===== src/rtl/cdb_arbiter_if.sv =====
// Completion-bus bundle between functional units and the CDB arbiter.
// Requesters drive req_*; the arbiter returns req_ready and the cdb_* broadcast.
interface cdb_arbiter_if #(
  parameter int N_REQ  = 5,
  parameter int TAG_W  = 5,
  parameter int DATA_W = 32,
  parameter int SRC_W  = 3
);
  logic [N_REQ-1:0]        req_valid;
  logic [N_REQ*TAG_W-1:0]  req_tag;
  logic [N_REQ*DATA_W-1:0] req_data;
  logic [N_REQ-1:0]        req_ready;
  logic                    cdb_valid;
  logic [TAG_W-1:0]        cdb_tag;
  logic [DATA_W-1:0]       cdb_data;
  logic [SRC_W-1:0]        cdb_src;

  modport master (
    output req_valid, req_tag, req_data,
    input  req_ready,
    input  cdb_valid, cdb_tag, cdb_data, cdb_src
  );

  modport slave (
    input  req_valid, req_tag, req_data,
    output req_ready,
    output cdb_valid, cdb_tag, cdb_data, cdb_src
  );
endinterface


===== src/rtl/cdb_arbiter.sv =====
// Round-robin common data bus arbiter with registered single-cycle broadcast.
// Flush suppresses the grant; reset clears the pointer and broadcast register.
module cdb_arbiter #(
  parameter int N_REQ  = 5,
  parameter int TAG_W  = 5,
  parameter int DATA_W = 32,
  parameter int SRC_W  = 3
) (
  input  logic         clk,
  input  logic         rst_n,
  input  logic         flush,
  cdb_arbiter_if.slave bus
);
  logic [SRC_W-1:0]  r_ptr;
  logic              r_valid;
  logic [TAG_W-1:0]  r_tag;
  logic [DATA_W-1:0] r_data;
  logic [SRC_W-1:0]  r_src;

  logic [N_REQ-1:0]  w_grant;
  logic [SRC_W-1:0]  w_gidx;
  logic [SRC_W-1:0]  w_ptr_nxt;
  logic              w_xfer;
  int                w_idx;

  // Rotating search from r_ptr; first valid requester wins.
  always_comb begin
    w_grant = '0;
    w_gidx  = '0;
    w_xfer  = 1'b0;
    w_idx   = 0;
    if (rst_n && !flush) begin
      for (int k = 0; k < N_REQ; k++) begin
        w_idx = int'(r_ptr) + k;
        if (w_idx >= N_REQ) w_idx = w_idx - N_REQ;
        if (!w_xfer && bus.req_valid[w_idx]) begin
          w_xfer         = 1'b1;
          w_grant[w_idx] = 1'b1;
          w_gidx         = SRC_W'(w_idx);
        end
      end
    end
  end

  always_comb begin
    if (w_gidx == SRC_W'(N_REQ - 1)) w_ptr_nxt = '0;
    else                             w_ptr_nxt = w_gidx + 1'b1;
  end

  always_ff @(posedge clk) begin
    if (!rst_n) begin
      r_ptr   <= '0;
      r_valid <= 1'b0;
      r_tag   <= '0;
      r_data  <= '0;
      r_src   <= '0;
    end else begin
      r_valid <= w_xfer;
      if (w_xfer) begin
        r_ptr  <= w_ptr_nxt;
        r_tag  <= bus.req_tag[w_gidx*TAG_W +: TAG_W];
        r_data <= bus.req_data[w_gidx*DATA_W +: DATA_W];
        r_src  <= w_gidx;
      end
    end
  end

  assign bus.req_ready = w_grant;
  assign bus.cdb_valid = r_valid;
  assign bus.cdb_tag   = r_tag;
  assign bus.cdb_data  = r_data;
  assign bus.cdb_src   = r_src;
endmodule


===== src/flat_wrapper.sv =====
// flat-port wrapper written by rule: the top's interface ports become plain ports
module cdb_arbiter_flat 
#(
  parameter int N_REQ  = 5,
  parameter int TAG_W  = 5,
  parameter int DATA_W = 32,
  parameter int SRC_W  = 3
)
  (clk, rst_n, flush, bus_req_valid, bus_req_tag, bus_req_data, bus_req_ready, bus_cdb_valid, bus_cdb_tag, bus_cdb_data, bus_cdb_src);
  cdb_arbiter_if #(.N_REQ(N_REQ), .TAG_W(TAG_W), .DATA_W(DATA_W), .SRC_W(SRC_W)) bus_i ();
  input  logic clk;
  input  logic rst_n;
  input  logic flush;
  input wire logic [$bits(bus_i.req_valid)-1:0] bus_req_valid;
  input wire logic [$bits(bus_i.req_tag)-1:0] bus_req_tag;
  input wire logic [$bits(bus_i.req_data)-1:0] bus_req_data;
  output wire logic [$bits(bus_i.req_ready)-1:0] bus_req_ready;
  output wire logic [$bits(bus_i.cdb_valid)-1:0] bus_cdb_valid;
  output wire logic [$bits(bus_i.cdb_tag)-1:0] bus_cdb_tag;
  output wire logic [$bits(bus_i.cdb_data)-1:0] bus_cdb_data;
  output wire logic [$bits(bus_i.cdb_src)-1:0] bus_cdb_src;
  assign bus_i.req_valid = bus_req_valid;
  assign bus_i.req_tag = bus_req_tag;
  assign bus_i.req_data = bus_req_data;
  assign bus_req_ready = bus_i.req_ready;
  assign bus_cdb_valid = bus_i.cdb_valid;
  assign bus_cdb_tag = bus_i.cdb_tag;
  assign bus_cdb_data = bus_i.cdb_data;
  assign bus_cdb_src = bus_i.cdb_src;
  cdb_arbiter #(.N_REQ(N_REQ), .TAG_W(TAG_W), .DATA_W(DATA_W), .SRC_W(SRC_W)) u_core (.clk(clk), .rst_n(rst_n), .flush(flush), .bus(bus_i));
endmodule

===== config.mk =====
export PLATFORM = sky130hd
export DESIGN_NAME = cdb_arbiter_flat
export DESIGN_NICKNAME = d
export VERILOG_FILES = /design/src/rtl/cdb_arbiter_if.sv /design/src/rtl/cdb_arbiter.sv /design/src/flat_wrapper.sv
export SDC_FILE = /design/constraint.sdc
export NUM_CORES = 1
export LEC_CHECK = 0
export ABC_AREA = 1
export CORE_MARGIN = 2
export CORE_UTILIZATION = 53
export CTS_CLUSTER_SIZE = 12
export DETAILED_ROUTE_END_ITERATION = 16
export DONT_BUFFER_PORTS = 1
export GPL_TIMING_DRIVEN = 0
export PLACE_DENSITY = 0.7
export SLEW_MARGIN = 15
export SYNTH_ARGS = -nofsm -noshare
export SYNTH_HDL_FRONTEND = slang
export SYNTH_SLANG_ARGS = --single-unit

===== constraint.sdc =====
create_clock -name clk -period 3.9 [get_ports clk]
set_input_delay 0.39 -clock clk [delete_from_list [all_inputs] [get_ports clk]]
set_output_delay 0.39 -clock clk [all_outputs]
set_load 0.005 [all_outputs]

After elaboration in Yosys (flattened, before gate mapping) --
Index checks and enable logic that the tools add are counted.
Storage, ports and cells: register bits after elaboration 44, input port bits 193, output and inout port bits 46, word-level logic and storage cells 115
Operators by class: add/subtract/negate cells 10, multipliers 1, magnitude comparators 15, equal/unequal tests 1, shifts and indexed selects 2, mux-type cells 62, bitwise operators 4, reduce and logical (&&, ||, !) cells 15
Operator list (number):
- $mux W32 | 10
- $ge A32 B1 Y1 const B | 5
- $lt A32 B5 Y1 const B | 5
- $shiftx A160 B9 Y32 | 1
- $ge A32 B4 Y1 const B | 4
- $sub A32 B4 Y32 const B | 4
- $mux W5 | 10
- $mux W1 | 25
- $shiftx A25 B7 Y5 | 1
- $mux W3 | 7
- $or A5 B5 Y5 | 4
- $bmux W1 S3 | 5
- $demux W1 S3 | 5
- $logic_and A1 B1 Y1 | 10
- $add A3 B2 Y4 const B | 2
- $mul A3 B3 Y6 const B | 1
- $logic_not A1 Y1 | 5
- $add A3 B1 Y4 const B | 1
- $add A3 B3 Y4 const B | 1
- $sub A3 B3 Y4 const B | 1
- $add A3 B1 Y3 const B | 1
- $eq A3 B3 Y1 const B | 1
- $ge A3 B3 Y1 const B | 1

Logic depth before layout (Yosys ltp) --
Gate-level depths: netlist of run 1.
depth after elaboration 26, depth in mapped cells 26, depth with buffers taken out 24

Worst setup path before layout of run 1 --
OpenSTA, ideal clock, no wires.
path kind flip-flop to flip-flop, from register u_core.r_ptr[1], to register u_core.r_ptr[1], setup time 132 ps, arrival time 3192 ps, data required time 3768 ps, slack 576 ps, stages on the path, launching flop included 20, clock period less this slack 3324 ps, cells stage by stage dfxtp_1 -> inv_1 -> ha_1 -> ha_1 -> buf_4 -> nand2_1 -> nand4_1 -> nand2_1 -> nand2_1 -> nor2_1 -> nand3_1 -> nand3_1 -> nand3_4 -> o21ai_2 -> inv_1 -> nand2_1 -> buf_2 -> ha_1 -> o21ai_0 -> a21oi_1
On the way: word-level cells in the longest chain between the ends 26, elaborated cells between the ends (all ways) 66, those cells by class 10 x add/sub; 5 x order compare; 1 x eq/ne; 42 x mux; 8 x reduce/logical
RTL lines:
- start: declaration | RTL line cdb_arbiter.sv:14 | logic [SRC_W-1:0] r_ptr;
- start signal: assignment | RTL line cdb_arbiter.sv:60 | r_ptr <= w_ptr_nxt;
- parallel branches: the longest is 22 deep, another holds $sub A32 B4 Y32
- $mux W3 * | RTL line cdb_arbiter.sv:36 | if (!w_xfer && bus.req_valid[w_idx]) begin
- $mux W3 * | RTL line cdb_arbiter.sv:32 | if (rst_n && !flush) begin
- $add A3 B1 Y3 / $eq A3 B3 Y1 (equally long branches) | RTL line cdb_arbiter.sv:47, cdb_arbiter.sv:46
- $mux W3 * | RTL line cdb_arbiter.sv:46 | if (w_gidx == SRC_W'(N_REQ - 1)) w_ptr_nxt = '0;
- net u_core.w_ptr_nxt[1] | RTL line cdb_arbiter.sv:22 | logic [SRC_W-1:0] w_ptr_nxt;
Mark *: on every way through the listed nets, which the timed path passes. The select of a mux whose other input is x is not followed. A chain may end at the register's enable or synchronous reset.

Final worst setup path of run 1 --
from register u_core.r_ptr[0], to output port bus_req_ready[0]
On the way: word-level cells in the longest chain between the ends 24, elaborated cells between the ends (all ways) 94, those cells by class 9 x add/sub; 15 x order compare; 53 x mux; 4 x bitwise; 13 x reduce/logical
RTL lines:
- parallel branches: the longest is 22 deep, another holds $sub A32 B4 Y32
- $mux W5 * | RTL line cdb_arbiter.sv:36
- $mux W5 * | RTL line cdb_arbiter.sv:32
- end: declaration | RTL line flat_wrapper.sv:17 | output wire logic [$bits(bus_i.req_ready)-1:0] bus_req_ready;
Every way passes the cells marked *. The select of a mux whose other input is x is not followed.

==> impl_metrics.tcl, run 1 <==
set metrics [dict create \
    report.final.setup_viol 0 \
    timing.max_slew.rel_slack 0.549 \
    vias_per_cell 6.01 \
    worst_hold_path_type "input port to flip-flop" \
    total_nets_final 1105 \
    post_synth_fa_ha_maj_area_fraction 0.0609 \
    start_kind "flip-flop" \
    io_buffers 0 \
    static-leakage-power_nw 2.73 \
    die_h_um 102 \
    unrepaired_setup_endpoints_after_global_routing "no" \
    synth_xor_xnor_area_share 0 \
    antenna_found_initial 0 \
    placed_instances 1006 \
    hold_slack_ns 0.299 \
    maximum_fanout_along_the_worst_path 11 \
    cts_tree "yes" \
    cells_after_synthesis 877 \
    post_route_cells_drive_above_1_share 0.131 \
    globalRouteTotalUtil 0.346 \
    ports 239 \
    final_core_utilization 0.587 \
    final.setup_skew_ns 0.00976 \
    gr-total-overflow 0 \
    slew_viol_final 0 \
    first_pass_iters 5 \
    worstSetupPathType "flip-flop to output pin" \
    final_wirelength_um 18700 \
    report.power.total_mw 3.10 \
    grt_pass1_vias 5499 \
    grt_pass1_wl_um 27800 \
    data_arrival_time_of_the_critical_path_ns 3.28 \
    setup.worst_path.end_class "output pin" \
    cts.path.max_buffers 2 \
    netlist_area_before_placement_mm2 0.00506 \
    vias 6110 \
    synth_area_leader_cell "nand3_1" \
    reg2regPathDepth 22 \
    synth_enable_flop_cells 0 \
    vdd.ir_drop.worst_mv 0.376 \
    gp_congestion 0.965 \
    routed_wire_length_per_instance_um 18.3 \
    layout.cells.non_filler 1017 \
    ys_async_sr_fraction 0 \
    die_area_mm2 0.0103 \
    drc 0 \
    synth.distinct_cells 37 \
    status "completed" \
    cts.reportedPaths.clkPinSlew_ns 0.10 \
    syn_nets 1094 \
    synth_ff_type "dfxtp_1" \
    htreeDepth 2 \
    synth_area_in_compound_gates 0.123 \
    synth_mux_area_frac 0 \
    postRouteAntennaNets 0 \
    die_width_um 102 \
    cts_buffers 5 \
    num_antenna_cells 0 \
    min_path_cells 4 \
    maxCapViolCount 0 \
    reg2reg_setup_slack_ns 0.30 \
    critical_path_required_ns 3.51 \
    post_synth_and_or_nand_nor_area_fraction 0.497 \
    hold_viol 0 \
    design.core.area_mm2 0.00924 \
    maximum_number_of_pins_on_one_net_before_global_route_repair 14 \
    post-route-period-util 0.941 \
    powerDensity_mw_per_mm2 571 \
    place.detailed.hpwl_um 15000 \
    detail_route.iter0.violations 344 \
    cts.sink_count 44 \
    synthTopCellsByArea "nand3_1, nand2_1, dfxtp_1" \
    post_synth.cell_area_avg_um2 5.77 \
    netlist.area_leader.share 0.224 \
    ys_ff_latch 44 \
    synthToLayoutAreaGrowth_pct 7.25 \
    final.min_clock_period_ns 3.67 \
    synth_top_family_by_area "simple AND/OR/NAND/NOR gates" \
    setup-tns-final_ns 0 \
    timing_worst_slew_pin_value_ns 0.676 \
    fp-row-count 35 \
    cts-root-buf "clkbuf_8" \
    synth-seq-area-share 0.174 \
    start_util 0.547 \
    clk-insertion-delay-late_ns 0.31 \
    cts_hold_repair.buffers 0 \
    max_clock_freq_ghz 0.272 \
    synthesis.yosys.warnings 0 \
]
[final cells by class]
type	count	area, um2
sequential	44	890
inverter	88	337
fill	956	3820
timing repair buffer	4	30.0
buffer	56	413
multi-input combinational	689	3510
clock inverter	2	12.5
tap	129	161
clock buffer	5	68.8
[cells in the final DEF, fill, tap and decap left out, types with 2 or more instances in the layout]
| cell type | n |
|---|---|
| o2111ai_1 | 2 |
| a41oi_1 | 3 |
| buf_2 | 14 |
| nor3_1 | 5 |
| buf_4 | 15 |
| nor2_4 | 3 |
| nand2_2 | 15 |
| o21ai_0 | 35 |
| clkbuf_1 | 9 |
| nor2_1 | 25 |
| a21oi_1 | 59 |
| dfxtp_4 | 2 |
| nand2_4 | 4 |
| nand3_1 | 224 |
| nand2_1 | 243 |
| clkbuf_8 | 5 |
| clkinvlp_4 | 2 |
| nand3_2 | 4 |
| inv_2 | 10 |
| nor2_2 | 8 |
| buf_1 | 2 |
| nor3_2 | 2 |
| ha_1 | 22 |
| nand3b_1 | 3 |
| buf_6 | 17 |
| dfxtp_1 | 41 |
| nand4_1 | 11 |
| o21ai_2 | 5 |
| o21ai_1 | 5 |
| inv_1 | 76 |
[per-stage QoR]
step / setup slack [ns] / area [um2]
floorplan: 0.576 / 5060
CTS: 0.0150 / 5310
finish: 0.229 / 5420
detailed placement: -0.163 / 5220
global route: 0.00439 / 5420
global placement: -0.115 / 5220
[cell families (layout without fill, tap and decap cells)]
family                   Yosys count  count (layout)
buffers and inverters            144             155
adder cells (fa/ha/maj)           24              24
flip-flops                        44              44
AO/OA/AOI/OAI                    115             115
AND/OR/NAND/NOR                  550             550
[path summary, 6_finish.rpt]
path / to / start
worst min-delay path: u_core.bus.cdb_data[29] / bus_req_data[157]
worst max register to register: u_core.bus.cdb_tag[1] / u_core.r_ptr[0]
worst min register to register: u_core.bus.cdb_src[2] / u_core.bus.cdb_src[2]
worst max-delay path: bus_req_ready[0] / u_core.r_ptr[0]
[sequential cells by signal (all words and copies together) (netlist names)]
register	cells
u_core.bus.cdb_data	32
u_core.bus.cdb_src	3
u_core.bus.cdb_tag	5
u_core.bus.cdb_valid	1
u_core.r_ptr	3
[per-layer routing]
layer	track usage	part of all wire	wire, um
met5	0	0	0
met4	0.114	0.034	632
met3	0.0683	0.10	1940
met2	0.583	0.47	8730
met1	0.441	0.39	7350
[synthesized netlist by cell type (2+ instances only)]
cell type and n:
a21oi_1 60, a41oi_1 3, buf_1 2, buf_2 17, buf_4 10, buf_6 16
clkbuf_1 9, dfxtp_1 44, ha_1 23, inv_1 77, inv_2 11, nand2_1 245
nand2_2 14, nand2_4 3, nand3_1 226, nand3_2 2, nand3b_1 3, nand4_1 11
nor2_1 29, nor2_2 5, nor2_4 2, nor3_1 7, o2111ai_1 2, o21ai_0 35
o21ai_1 6, o21ai_2 4
[report_power, final]
group / leakage [nW] / switching [mW] / total, mW / internal, mW
Sequential: 0.365 / 0.0772 / 0.600 / 0.523
Combinational: 2.33 / 1.42 / 2.19 / 0.769
Clock: 0.0400 / 0.185 / 0.307 / 0.122
[worst max-delay path: stages, from the launching register on]
cell and delay (ns):
dfxtp_4 0.38, buf_6 0.14, inv_4 0.08, ha_4 0.18, ha_1 0.27, buf_4 0.18, inv_2 0.11, nor2_1 0.08
nor2_2 0.17, nand3_2 0.14, nand2_4 0.12, nand2_1 0.06, nand3_1 0.13, nand2_1 0.09, nor2_2 0.15, nand2_2 0.11
inv_2 0.11, nand3_1 0.09, o2111ai_1 0.11, a41oi_1 0.07, nor2_1 0.22
[what timing repair did]
item,in CTS,in global routing
setup buffers,1,3
pin swaps,0,7
endpoints found under the setup margin,15,45
gates resized for setup,2,28
Power figures use the tool's default switching activity.
==> run 2: changes to the inputs <==
Settings changed: HOLD_SLACK_MARGIN set to 0.1.
==> results of run 2 <==
Final layout, timing and power as in run 1 (identical DEF).
